## src/rtl/float_issue_pkg.sv

```systemverilog
// Shared types for the FP issue/collect slice.
// Result word: user tag carried alongside the FP unit's 32-bit answer.
package float_issue_pkg;
    localparam int TAG_W    = 4;
    localparam int FP_WIDTH = 32;

    typedef struct packed {
        logic [TAG_W-1:0]    tag;
        logic [FP_WIDTH-1:0] data;
    } float_result_t;
endpackage

```

## src/rtl/float_issue_collector_if.sv

```systemverilog
// Bundle of the operand, FP-unit and result channels.
// slave = the collector, master = whoever drives operands and the FP unit.
interface float_issue_collector_if #(
    parameter int TAG_W = float_issue_pkg::TAG_W
) ();
    logic [float_issue_pkg::FP_WIDTH-1:0] op_a;
    logic [float_issue_pkg::FP_WIDTH-1:0] op_b;
    logic [TAG_W-1:0]                     op_tag;
    logic                                 op_valid;
    logic                                 op_ready;
    logic [float_issue_pkg::FP_WIDTH-1:0] fp_in1;
    logic [float_issue_pkg::FP_WIDTH-1:0] fp_in2;
    logic                                 fp_in_valid;
    logic [float_issue_pkg::FP_WIDTH-1:0] fp_q;
    logic                                 fp_q_valid;
    logic [float_issue_pkg::FP_WIDTH-1:0] res_data;
    logic [TAG_W-1:0]                     res_tag;
    logic                                 res_valid;
    logic                                 res_ready;

    modport slave (
        input  op_a, op_b, op_tag, op_valid,
        input  fp_q, fp_q_valid, res_ready,
        output op_ready, fp_in1, fp_in2, fp_in_valid,
        output res_data, res_tag, res_valid
    );

    modport master (
        output op_a, op_b, op_tag, op_valid,
        output fp_q, fp_q_valid, res_ready,
        input  op_ready, fp_in1, fp_in2, fp_in_valid,
        input  res_data, res_tag, res_valid
    );
endinterface

```

## src/rtl/float_sync_fifo.sv

```systemverilog
// Show-ahead synchronous FIFO: pop_data is the head entry whenever !empty.
// Ports: clk, rst_n, push/push_data, pop/pop_data, empty, full, count.
module float_sync_fifo #(
    parameter int WIDTH = 8,
    parameter int DEPTH = 8
) (
    input  logic                       clk,
    input  logic                       rst_n,
    input  logic                       push,
    input  logic [WIDTH-1:0]           push_data,
    input  logic                       pop,
    output logic [WIDTH-1:0]           pop_data,
    output logic                       empty,
    output logic                       full,
    output logic [$clog2(DEPTH):0]     count
);
    localparam int AW = $clog2(DEPTH);
    localparam int CW = AW + 1;

    logic [WIDTH-1:0] mem [DEPTH];
    logic [AW-1:0]    wr_ptr;
    logic [AW-1:0]    rd_ptr;
    logic             do_push;
    logic             do_pop;

    assign empty    = (count == '0);
    assign full     = (count == CW'(DEPTH));
    assign do_push  = push & ~full;
    assign do_pop   = pop & ~empty;
    assign pop_data = mem[rd_ptr];

    // Storage carries no reset; validity is tracked by count alone.
    always_ff @(posedge clk) begin
        if (do_push) begin
            mem[wr_ptr] <= push_data;
        end
    end

    always_ff @(posedge clk or negedge rst_n) begin
        if (!rst_n) begin
            wr_ptr <= '0;
            rd_ptr <= '0;
            count  <= '0;
        end else begin
            if (do_push) begin
                wr_ptr <= wr_ptr + AW'(1);
            end
            if (do_pop) begin
                rd_ptr <= rd_ptr + AW'(1);
            end
            count <= count + CW'(do_push) - CW'(do_pop);
        end
    end
endmodule

```

## src/rtl/float_issue_collector.sv

```systemverilog
// Issues tagged operand pairs to a fixed-latency FP unit and buffers its results.
// Ports: clk, reset (async low), bus (operand/FP/result channels), busy, err_orphan.
module float_issue_collector
    import float_issue_pkg::*;
#(
    parameter int DEPTH = 8,
    parameter int TAG_W = float_issue_pkg::TAG_W
) (
    input  logic                    clk,
    input  logic                    reset,
    float_issue_collector_if.slave  bus,
    output logic                    busy,
    output logic                    err_orphan
);
    localparam int CW    = $clog2(DEPTH) + 1;
    localparam int RES_W = TAG_W + FP_WIDTH;

    logic [CW-1:0]    credits;
    logic [CW-1:0]    credits_next;
    logic [CW-1:0]    inflight;
    logic             op_ready_q;
    logic             issue;
    logic             complete;
    logic             orphan;
    logic             pop;
    logic [TAG_W-1:0] head_tag;
    logic [RES_W-1:0] res_word;
    logic             res_empty;
    logic             tag_empty;
    logic             tag_full;
    logic             res_full;
    logic [CW-1:0]    tag_count;
    logic [CW-1:0]    res_count;
    logic             unused_fifo;

    assign issue    = bus.op_valid & op_ready_q;
    assign complete = bus.fp_q_valid & (inflight != '0);
    assign orphan   = bus.fp_q_valid & (inflight == '0);
    assign pop      = ~res_empty & bus.res_ready;

    assign bus.op_ready    = op_ready_q;
    assign bus.fp_in1      = bus.op_a;
    assign bus.fp_in2      = bus.op_b;
    assign bus.fp_in_valid = issue;
    assign bus.res_valid   = ~res_empty;
    assign bus.res_data    = res_word[FP_WIDTH-1:0];
    assign bus.res_tag     = res_word[FP_WIDTH +: TAG_W];

    assign busy         = (credits != CW'(DEPTH));
    assign credits_next = credits - CW'(issue) + CW'(pop);
    assign unused_fifo  = ^{tag_empty, tag_full, res_full, tag_count, res_count};

    // Tags wait here while their op is inside the FP unit (in-order unit).
    float_sync_fifo #(.WIDTH(TAG_W), .DEPTH(DEPTH)) u_tag_fifo (
        .clk       (clk),
        .rst_n     (reset),
        .push      (issue),
        .push_data (bus.op_tag),
        .pop       (complete),
        .pop_data  (head_tag),
        .empty     (tag_empty),
        .full      (tag_full),
        .count     (tag_count)
    );

    float_sync_fifo #(.WIDTH(RES_W), .DEPTH(DEPTH)) u_res_fifo (
        .clk       (clk),
        .rst_n     (reset),
        .push      (complete),
        .push_data ({head_tag, bus.fp_q}),
        .pop       (pop),
        .pop_data  (res_word),
        .empty     (res_empty),
        .full      (res_full),
        .count     (res_count)
    );

    // A credit is held from issue until the result leaves the buffer,
    // so neither FIFO can overflow.
    always_ff @(posedge clk or negedge reset) begin
        if (!reset) begin
            credits    <= CW'(DEPTH);
            inflight   <= '0;
            op_ready_q <= 1'b0;
            err_orphan <= 1'b0;
        end else begin
            credits    <= credits_next;
            op_ready_q <= (credits_next != '0);
            inflight   <= inflight + CW'(issue) - CW'(complete);
            err_orphan <= err_orphan | orphan;
        end
    end
endmodule

```

## src/flat_wrapper.sv

```systemverilog
// flat-port wrapper written by rule: the top's interface ports become plain ports
module float_issue_collector_flat import float_issue_pkg::*;
#(
    parameter int DEPTH = 8,
    parameter int TAG_W = float_issue_pkg::TAG_W
)
  (clk, reset, busy, err_orphan, bus_op_a, bus_op_b, bus_op_tag, bus_op_valid, bus_fp_q, bus_fp_q_valid, bus_res_ready, bus_op_ready, bus_fp_in1, bus_fp_in2, bus_fp_in_valid, bus_res_data, bus_res_tag, bus_res_valid);
  float_issue_collector_if #(.TAG_W(TAG_W)) bus_i ();
  input  logic clk;
  input  logic reset;
  output logic busy;
  output logic err_orphan;
  input wire logic [$bits(bus_i.op_a)-1:0] bus_op_a;
  input wire logic [$bits(bus_i.op_b)-1:0] bus_op_b;
  input wire logic [$bits(bus_i.op_tag)-1:0] bus_op_tag;
  input wire logic [$bits(bus_i.op_valid)-1:0] bus_op_valid;
  input wire logic [$bits(bus_i.fp_q)-1:0] bus_fp_q;
  input wire logic [$bits(bus_i.fp_q_valid)-1:0] bus_fp_q_valid;
  input wire logic [$bits(bus_i.res_ready)-1:0] bus_res_ready;
  output wire logic [$bits(bus_i.op_ready)-1:0] bus_op_ready;
  output wire logic [$bits(bus_i.fp_in1)-1:0] bus_fp_in1;
  output wire logic [$bits(bus_i.fp_in2)-1:0] bus_fp_in2;
  output wire logic [$bits(bus_i.fp_in_valid)-1:0] bus_fp_in_valid;
  output wire logic [$bits(bus_i.res_data)-1:0] bus_res_data;
  output wire logic [$bits(bus_i.res_tag)-1:0] bus_res_tag;
  output wire logic [$bits(bus_i.res_valid)-1:0] bus_res_valid;
  assign bus_i.op_a = bus_op_a;
  assign bus_i.op_b = bus_op_b;
  assign bus_i.op_tag = bus_op_tag;
  assign bus_i.op_valid = bus_op_valid;
  assign bus_i.fp_q = bus_fp_q;
  assign bus_i.fp_q_valid = bus_fp_q_valid;
  assign bus_i.res_ready = bus_res_ready;
  assign bus_op_ready = bus_i.op_ready;
  assign bus_fp_in1 = bus_i.fp_in1;
  assign bus_fp_in2 = bus_i.fp_in2;
  assign bus_fp_in_valid = bus_i.fp_in_valid;
  assign bus_res_data = bus_i.res_data;
  assign bus_res_tag = bus_i.res_tag;
  assign bus_res_valid = bus_i.res_valid;
  float_issue_collector #(.DEPTH(DEPTH), .TAG_W(TAG_W)) u_core (.clk(clk), .reset(reset), .bus(bus_i), .busy(busy), .err_orphan(err_orphan));
endmodule
```

## config.mk

```make
export PLATFORM = sky130hd
export DESIGN_NAME = float_issue_collector_flat
export DESIGN_NICKNAME = d
export VERILOG_FILES = /design/src/rtl/float_issue_pkg.sv /design/src/rtl/float_issue_collector_if.sv /design/src/rtl/float_sync_fifo.sv /design/src/rtl/float_issue_collector.sv /design/src/flat_wrapper.sv
export SDC_FILE = /design/constraint.sdc
export NUM_CORES = 1
export LEC_CHECK = 0
export ABC_AREA = 1
export BUFFER_PORTS_ARGS = -buffer_cell sky130_fd_sc_hd__clkbuf_2
export CORE_MARGIN = 2
export CORE_UTILIZATION = 30
export CTS_CLUSTER_DIAMETER = 120
export DETAILED_ROUTE_END_ITERATION = 10
export PLACE_DENSITY = 0.56
export SLEW_MARGIN = 20
export SYNTH_ARGS = -nofsm -noshare
export SYNTH_HDL_FRONTEND = slang
export SYNTH_SLANG_ARGS = --single-unit
```

## constraint.sdc

```tcl
create_clock -name clk -period 3.9 [get_ports clk]
set_input_delay 0.195 -clock clk [delete_from_list [all_inputs] [get_ports clk]]
set_output_delay 0.195 -clock clk [all_outputs]
set_load 0.005 [all_outputs]
```

==> Flow_metrics.wiki, run 1 <==
{| class="wikitable"
! Metric !! Value
|-
| Switching power summed over all nets || just over 5 mW
|-
| Post-DR vias/cell || about 4.3
|-
| Leakage power || ~8.6 nW
|-
| Layout Skew || 0.0143 ns
|-
| Overflow left after global routing || 0
|-
| Post-synthesis register bit count || between 300 and 400
|-
| Fraction of the cycle the final worst path needs || 0.694
|-
| Core Box Area || 53600 um2
|-
| Timing-limited maximum frequency || 369 MHz
|-
| Maximum count of clock buffers along a single path || 3
|-
| Number of buffers created by CTS || 42
|-
| Routed via count || ~10000
|-
| Hold WC Path Type || primary input to register
|-
| Post-CTS setup repair buffer count || 0
|-
| Cell area after layout || about 19000 um2
|-
| Number of filler instances in the final layout || ~5400
|-
| Measured slew at the worst slew-check pin || approximately 0.98 ns
|-
| Number of buffer and inverter stages on the critical path || 3
|-
| Data arrival time of the critical path || roughly 2.5 ns
|-
| Internal power of the cells || roughly 8.7 mW
|-
| Largest stage delay on the critical path || ~0.50 ns
|-
| Switching share of total power || 0.368
|-
| Worst reg2reg path depth || 6
|-
| Count of maximum capacitance violations || 0
|-
| R2r startpoint || u_core.inflight[2]$_DFF_PN0_
|-
| Max stage delay cell, worst path || dfrtp_4
|-
| Share of post-route cells with drive strength above 1 || 0.0998
|-
| Post-DRT Antenna Nets || 0
|-
| Count of input and output buffers || a little over 80
|-
| Clock-pin transition on the worst setup and hold timing paths || around 0.060 ns
|-
| Gate count of the mapped netlist || 1659
|-
| Maximum fanout count along the critical path || between 40 and 50
|-
| Synthesized area || ~16000 um2
|-
| Headroom to the max-slew limit || 0.343
|-
| Iter 0 DRT Violations || roughly 730
|-
| Total wire length || ~37000 um
|-
| Hold Path End || u_core.u_res_fifo.mem[3][3]$_DFFE_PP_
|-
| Routed wire length per instance || around 15 um
|-
| Clock sink count || 350
|-
| Final number of hold-violating endpoints || 0
|-
| Antenna cell count || 0
|-
| Die area || 55900 um2
|-
| Cell family with the largest share of critical-path delay || buffers and inverters
|-
| Half-perimeter wire length after detailed placement || ~22000 um
|-
| Post-detailed-route DRC marker count || 0
|-
| Layout Area Growth over Synthesis || 15.0%
|-
| Die Span Y || approximately 240 um
|-
| Endpoint of the worst-slack reg-to-reg timing path || u_core.u_res_fifo.mem[3][8]$_DFFE_PP_
|-
| Starting Density || 0.302
|-
| Outcome || completed
|-
| Instance area at placement || ~17000 um2
|-
| Type of destination of the critical path || output port
|-
| Post-Synthesis Mean Instance Area || around 9.8 um2
|-
| TritonRoute pass-1 iters || 5
|-
| Routability cong. || 0.757
|-
| First-pass GRT wire length || 58800 um
|-
| Type of the worst setup path || register to output port
|-
| Placement Rows || between 80 and 90
|-
| Antenna violations before repair || 0
|-
| Number of gates given a new drive strength after cts || 0
|-
| Post-layout net count || 1850
|-
| Startpoint class of the critical path || register
|-
| DIE WIDTH || 236 um
|-
| Crit path cell chain || inv_4 > buf_4 > nand2_1 > nand3_1 > nand2_1 > nand2_1 > nand2_1 > clkbuf_2
|-
| Clock power share || 0.279
|-
| Clk Latency, worst-skew pair || about 0.56 ns
|-
| Total number of yosys warnings || 0
|-
| Mapped Nets || about 1800
|-
| Instance count along the most critical hold path || 1
|-
| Worst setup slack for register-to-register paths || about 1.3 ns
|-
| Setup TNS || 0 ns
|-
| Slew Limit Fails || 0
|-
| Total setup violations reported at the end of the flow || 0
|-
| Maximum resistive drop on vdd || roughly 0.54 mV
|-
| Number of hold buffers added after cts || 36
|-
| Power density cells || roughly 740 nW/um2
|-
| Count of different cell masters after synthesis || 26
|-
| CTS H-tree lvls || 2
|-
| Setup repair after global routing missed its margin || false
|-
| CP required || between 3 and 4 ns
|-
| Fraction of power consumed by sequential logic || 0.374
|-
| Clock tree from TritonCTS || done
|-
| Number of top-level design ports || between 200 and 250
|-
| Most heavily used metal layer in global routing || met2
|-
| Pin count of the biggest net entering global routing || around 150
|-
| Vias in the first global route || about 11000
|-
| Startpoint of the lowest-slack hold path || bus_fp_q[3]
|-
| Global routing met3 resource utilization || 0.0245
|-
| GRT Resource Usage Total || 0.134
|-
| CP dominant cell by count || nand2_1
|-
| Met1 track demand over resource in global routing || 0.164
|-
| Final Critical Period || 2.71 ns
|-
| Buffer cell driving the clock tree root || clkbuf_16
|-
| Met2 capacity usage during global routing || 0.230
|-
| Sequential cell area fraction in the yosys report || 0.639
|-
| Combinational share of power || 0.347
|}
==> worst register-to-register path: stages, from the launching register on <==
cell	delay [ns]
dfrtp_1	0.33
inv_1	0.06
ha_1	0.20
nand2_1	0.22
nand3_2	0.34
nor2_4	0.85
buf_4	0.32
==> how the worst max path moves through the flow <==
stage	startpoint	endpoint	slack [ns]	cells past startpoint
after floorplan	u_core.inflight[2]$_DFF_PN0_	u_core.u_res_fifo.mem[0][0]$_DFFE_PP_	1.02	5
after global placement	u_core.inflight[2]$_DFF_PN0_	u_core.u_res_fifo.mem[3][3]$_DFFE_PP_	1.25	6
after detailed placement	u_core.inflight[2]$_DFF_PN0_	u_core.u_res_fifo.mem[3][3]$_DFFE_PP_	1.22	6
after CTS	u_core.u_res_fifo.rd_ptr[0]$_DFFE_PN0P_	bus_res_data[25]	1.13	8
after global routing	u_core.u_res_fifo.rd_ptr[0]$_DFFE_PN0P_	bus_res_data[30]	0.99	8
final	u_core.u_res_fifo.rd_ptr[0]$_DFFE_PN0P_	bus_res_data[26]	1.19	8
==> metal layers <==
layer / share of wire / wire, um
met2: 0.48 / 17600
met4: 0.036 / 1330
met5: 0 / 0
met1: 0.44 / 16200
met3: 0.049 / 1810
==> logic make-up after synthesis <==
kind of cell	after synthesis	share of synthesized area
DFF	350	0.639
xor gates and xnor gates	10	0.00541
AOI/OAI and AO/OA	8	0.00270
adders and majority gates	30	0.0250
and+or+nand+nor	769	0.193
buffers and inverters	492	0.134
==> power groups by stage <==
stage | logic, mW | clock network [mW] | registers (mW)
6_report | 4.76 | 3.82 | 5.14
5_1_grt | 5.48 | 4.08 | 5.20
4_1_cts | 4.87 | 3.93 | 5.14
3_5_place_dp | 4.82 | 0 | 5.22
3_3_place_gp | 4.73 | 0 | 5.20
2_1_floorplan | 3.32 | 0 | 5.12
==> metrics by stage <==
step / instances / util / hold WS [ns] / total power, mW / setup WS [ns]
after global routing: 2440 / 0.348 / 0.00423 / 14.8 / 0.985
after detailed placement: 2331 / 0.316 / 0.316 / 10.0 / 1.22
after CTS: 2440 / 0.348 / 0.00161 / 13.9 / 1.13
final: 2440 / 0.348 / 0.00657 / 13.7 / 1.19
after global placement: 2331 / 0.316 / 0.305 / 9.92 / 1.25
after floorplan: 1659 / - / -0.101 / 8.44 / 1.02
==> final cells by class <==
type | count | area [um2] | area share
multi-input combinational | 817 | 3730 | 0.200
tap | 696 | 871 | 0.0468
clock buffer | 52 | 1090 | 0.0584
inverter | 369 | 1390 | 0.0745
sequential | 350 | 10400 | 0.557
timing repair buffer | 135 | 926 | 0.0497
clock inverter | 21 | 255 | 0.0137
==> placed cells by master, fill, tap and decap left out, types with 3 or more instances in the layout <==
cell	instances
clkbuf_16	42
buf_4	16
nand4_1	4
clkbuf_1	10
nor2_1	7
fa_1	4
edfxtp_1	320
o21ai_0	3
xnor2_1	4
xor2_1	6
dfrtp_1	26
inv_1	365
clkinv_2	4
ha_1	26
nor2_4	8
clkinv_1	7
clkbuf_2	81
nand3_1	179
nand2_1	565
dlygate4sd3_1	36
nor3_1	4
a21oi_1	4
bufinv_16	4
==> cells in the mapped netlist (all sizes together) <==
library cell	n	area, um2
nor3	4	20.0
or2	1	6.26
dfstp	1	26.3
clkinv	1	3.75
xnor2	4	35.0
nand2	565	2120
a31o	1	8.76
a21oi	4	20.0
edfxtp	320	9610
ha	26	325
dfrtp	29	726
clkbuf	9	33.8
xor2	6	52.6
buf	114	749
inv	368	1380
o21ai	3	15.0
fa	4	80.1
nand3	180	906
nand4	4	25.0
nor2	15	56.3
==> flip-flops by register name (all words and copies together), names as in the netlist <==
register and cells:
u_core.u_tag_fifo.count 4, u_core.credits 4, u_core.u_res_fifo.wr_ptr 3, u_core.bus.op_ready 1, u_core.err_orphan 1, u_core.u_tag_fifo.wr_ptr 3, u_core.u_res_fifo.count 4, u_core.inflight 4
u_core.u_tag_fifo.rd_ptr 3, u_core.u_res_fifo.rd_ptr 3, u_core.u_tag_fifo.mem 32, u_core.u_res_fifo.mem 288
(Power assumes the default switching activity.)
==> run 2: changes to the inputs <==
- clock period: 3.9 -> 2.6 ns (I/O delays scaled with it)
==> run 2 against run 1 <==
Effect of this change: worst setup slack got worse by 1.0 ns; wire length down 1.8%; clock skew is 0.0063 ns higher; via count shrank 0.57%.
==> Flow_metrics.wiki, run 2 (synthesis gave the netlist of run 1 again) <==
{| class="wikitable"
! Metric !! Value
|-
| Timing-limited maximum frequency || 414 MHz
|-
| Buffer cell driving the clock tree root || clkbuf_16 (unchanged)
|-
| Crit path cell chain || buf_12 > nand2_1 > nand3_1 > nand2_1 > nand2_1 > nand2_1 > clkbuf_2 (was inv_4 > buf_4 > nand2_1 > nand3_1 > nand2_1 > nand2_1 > nand2_1 > clkbuf_2)
|-
| Largest stage delay on the critical path || 0.47 ns (was 0.50 ns)
|-
| R2r startpoint || u_core.u_res_fifo.count[2]$_DFF_PN0_ (was u_core.inflight[2]$_DFF_PN0_)
|-
| Type of destination of the critical path || output port (unchanged)
|-
| Placement Rows || 85 (unchanged)
|-
| Power density cells || 1090 nW/um2 (was 737 nW/um2)
|-
| Routed wire length per instance || 14.8 um (was 15.1 um)
|-
| Hold WC Path Type || primary input to register (unchanged)
|-
| Post-layout net count || 1852 (was 1850)
|-
| Layout Area Growth over Synthesis || 15.3% (was 15.0%)
|-
| Post-detailed-route DRC marker count || 0 (unchanged)
|-
| Final Critical Period || 2.41 ns
|-
| Total wire length || 36200 um (was 36900 um)
|-
| Instance area at placement || 17100 um2 (was 16900 um2)
|-
| Clk Latency, worst-skew pair || 0.54 ns (was 0.56 ns)
|-
| Count of input and output buffers || 81 (unchanged)
|-
| Fraction of the cycle the final worst path needs || 0.929
|-
| Starting Density || 0.302 (unchanged)
|-
| Type of the worst setup path || register to output port (unchanged)
|-
| Hold Path End || u_core.u_tag_fifo.wr_ptr[1]$_DFFE_PN0P_ (was u_core.u_res_fifo.mem[3][3]$_DFFE_PP_)
|-
| Max FFs per register || 288 (unchanged)
|-
| Setup WS post-layout || 0.186 ns (was 1.19 ns)
|-
| Headroom to the max-slew limit || 0.489 (was 0.343)
|-
| Max stage delay cell, worst path || buf_12 (was dfrtp_4)
|-
| Post-DR vias/cell || 4.26 (was 4.29)
|-
| Critical Path Source || u_core.u_res_fifo.rd_ptr[0]$_DFFE_PN0P_ (unchanged)
|-
| Data arrival time of the critical path || 2.28 ns (was 2.51 ns)
|-
| Pre-CTS setup slack || 0.246 ns (was 1.22 ns)
|-
| Commonest non-fill, non-tap cells in the layout || nand2_1, inv_1, edfxtp_1 (unchanged)
|-
| Post-CTS setup repair buffer count || 0 (unchanged)
|-
| Clock sink count || 350 (unchanged)
|-
| Iter 0 DRT Violations || 520 (was 734)
|-
| Count of maximum capacitance violations || 0 (unchanged)
|-
| Post-DRT Antenna Nets || 0 (unchanged)
|-
| Endpoint of the worst-slack reg-to-reg timing path || u_core.bus.op_ready$_DFF_PN0_ (was u_core.u_res_fifo.mem[3][8]$_DFFE_PP_)
|-
| Die area || 55900 um2 (unchanged)
|-
| CTS H-tree lvls || 2 (unchanged)
|-
| Instance count along the most critical hold path || 5 (was 1)
|-
| Register name with the most flops || u_core.u_res_fifo.mem (unchanged)
|-
| Final Core Density || 0.348 (about the same)
|-
| Total setup violations reported at the end of the flow || 0 (unchanged)
|-
| Startpoint class of the critical path || register (unchanged)
|-
| Met2 capacity usage during global routing || 0.226 (was 0.230)
|-
| Cell area after layout || 18700 um2 (was 18600 um2)
|-
| Routability cong. || 0.738 (was 0.757)
|-
| Clock-pin transition on the worst setup and hold timing paths || 0.05 ns (was 0.06 ns)
|-
| Die Span Y || 236 um (unchanged)
|-
| Met1 track demand over resource in global routing || 0.164 (about the same)
|-
| Clock tree from TritonCTS || done (unchanged)
|-
| Worst setup slack for register-to-register paths || 0.24 ns (was 1.29 ns)
|-
| Setup repair after global routing missed its margin || false (unchanged)
|-
| Pin count of the biggest net entering global routing || 146 (unchanged)
|-
| Routed via count || 10406 (was 10466)
|-
| Maximum fanout count along the critical path || 145 (was 41)
|-
| Worst reg2reg path depth || 12 (was 6)
|-
| CP required || 2.47 ns (was 3.70 ns)
|-
| Vias in the first global route || 10697 (was 10879)
|-
| Startpoint of the lowest-slack hold path || bus_op_valid (was bus_fp_q[3])
|-
| Slew Limit Fails || 0 (unchanged)
|-
| CP dominant cell by count || nand2_1 (unchanged)
|-
| Measured slew at the worst slew-check pin || 0.767 ns (was 0.983 ns)
|-
| Overflow left after global routing || 0 (unchanged)
|-
| Number of top-level design ports || 210 (unchanged)
|-
| Antenna violations before repair || 2 (was 0)
|-
| Core Box Area || 53600 um2 (unchanged)
|-
| Layout Skew || 0.0205 ns (was 0.0143 ns)
|-
| Maximum resistive drop on vdd || 0.778 mV (was 0.543 mV)
|-
| Half-perimeter wire length after detailed placement || 20800 um (was 22300 um)
|-
| Most heavily used metal layer in global routing || met2 (unchanged)
|-
| First-pass GRT wire length || 57800 um (was 58800 um)
|-
| Number of buffers created by CTS || 38 (was 42)
|-
| TritonRoute pass-1 iters || 5 (unchanged)
|-
| Maximum count of clock buffers along a single path || 3 (unchanged)
|-
| Outcome || completed (unchanged)
|-
| Share of post-route cells with drive strength above 1 || 0.0987 (was 0.0998)
|-
| Final number of hold-violating endpoints || 0 (unchanged)
|-
| Global routing met3 resource utilization || 0.0220 (was 0.0245)
|-
| Leakage power || 8.60 nW (about the same)
|-
| GRT Resource Usage Total || 0.131 (was 0.134)
|-
| DIE WIDTH || 236 um (unchanged)
|-
| Largest registers || u_core.u_res_fifo.mem x288, u_core.u_tag_fifo.mem x32 (unchanged)
|-
| Most frequent standard cell in the layout excluding fill and tap cells || nand2_1 (unchanged)
|}
[run 2: per-layer routing]
| layer | routed length, um | share of wire |
|---|---|---|
| met4 | 1290 | 0.036 |
| met5 | 0 | 0 |
| met2 | 17400 | 0.48 |
| met3 | 1850 | 0.051 |
| met1 | 15700 | 0.43 |
[run 2: layout make-up]
| type | instances | area (um2) |
|---|---|---|
| fillers | 5380 | 34900 |
| flip-flops and latches | 350 | 10400 |
| multi-input cells | 817 | 3730 |
| inverters | 369 | 1390 |
| repair buffers | 141 | 1130 |
| clock buffers | 50 | 1040 |
| well taps | 696 | 871 |
| clock inverters | 16 | 145 |
| diodes | 2 | 5.00 |
[run 2: per-stage QoR]
step | std cells | setup TNS (ns) | power [mW] | hold slack (ns)
2_1_floorplan | 1659 | -79.75 | 12.7 | -0.166
3_3_place_gp | 2334 | 0 | 15.1 | 0.250
3_5_place_dp | 2334 | 0 | 15.4 | 0.252
4_1_cts | 2439 | 0 | 20.6 | 0.0481
5_1_grt | 2441 | 0 | 21.9 | 0.137
6_report | 2441 | 0 | 20.3 | 0.0678
[run 2: worst max-delay path by stage]
| stage | end | depth (start not counted) | slack, ns |
|---|---|---|---|
| 4_1_cts | bus_res_tag[2] | 5 | 0.02 |
| 2_1_floorplan | u_core.u_res_fifo.mem[0][0]$_DFFE_PP_ | 5 | -0.28 |
| 6_report | bus_res_tag[0] | 7 | 0.19 |
| 5_1_grt | bus_res_tag[0] | 7 | 0.08 |
| 3_5_place_dp | u_core.bus.op_ready$_DFF_PN0_ | 12 | 0.25 |
| 3_3_place_gp | u_core.bus.op_ready$_DFF_PN0_ | 12 | 0.32 |
[run 2: power breakdown]
group | switching [mW] | internal [mW] | total (mW) | leakage [nW]
clock network | 2.15 | 3.02 | 5.17 | 0.582
logic | 4.99 | 2.47 | 7.46 | 4.76
registers | 0.344 | 7.32 | 7.66 | 3.25
total | 7.49 | 12.8 | 20.3 | 8.60
[run 2: what timing repair did]
action                                  CTS  global route
endpoints found under the setup margin    0             2
hold buffers                             39             0
resized for setup                         0             1
hold endpoints to repair                323             0
[run 2: critical path, delay by kind of cell (launching register included)]
kind	cells	cell delay, ns
buffers and inverters	2	0.63
DFF	1	0.44
and+or+nand+nor	5	0.52
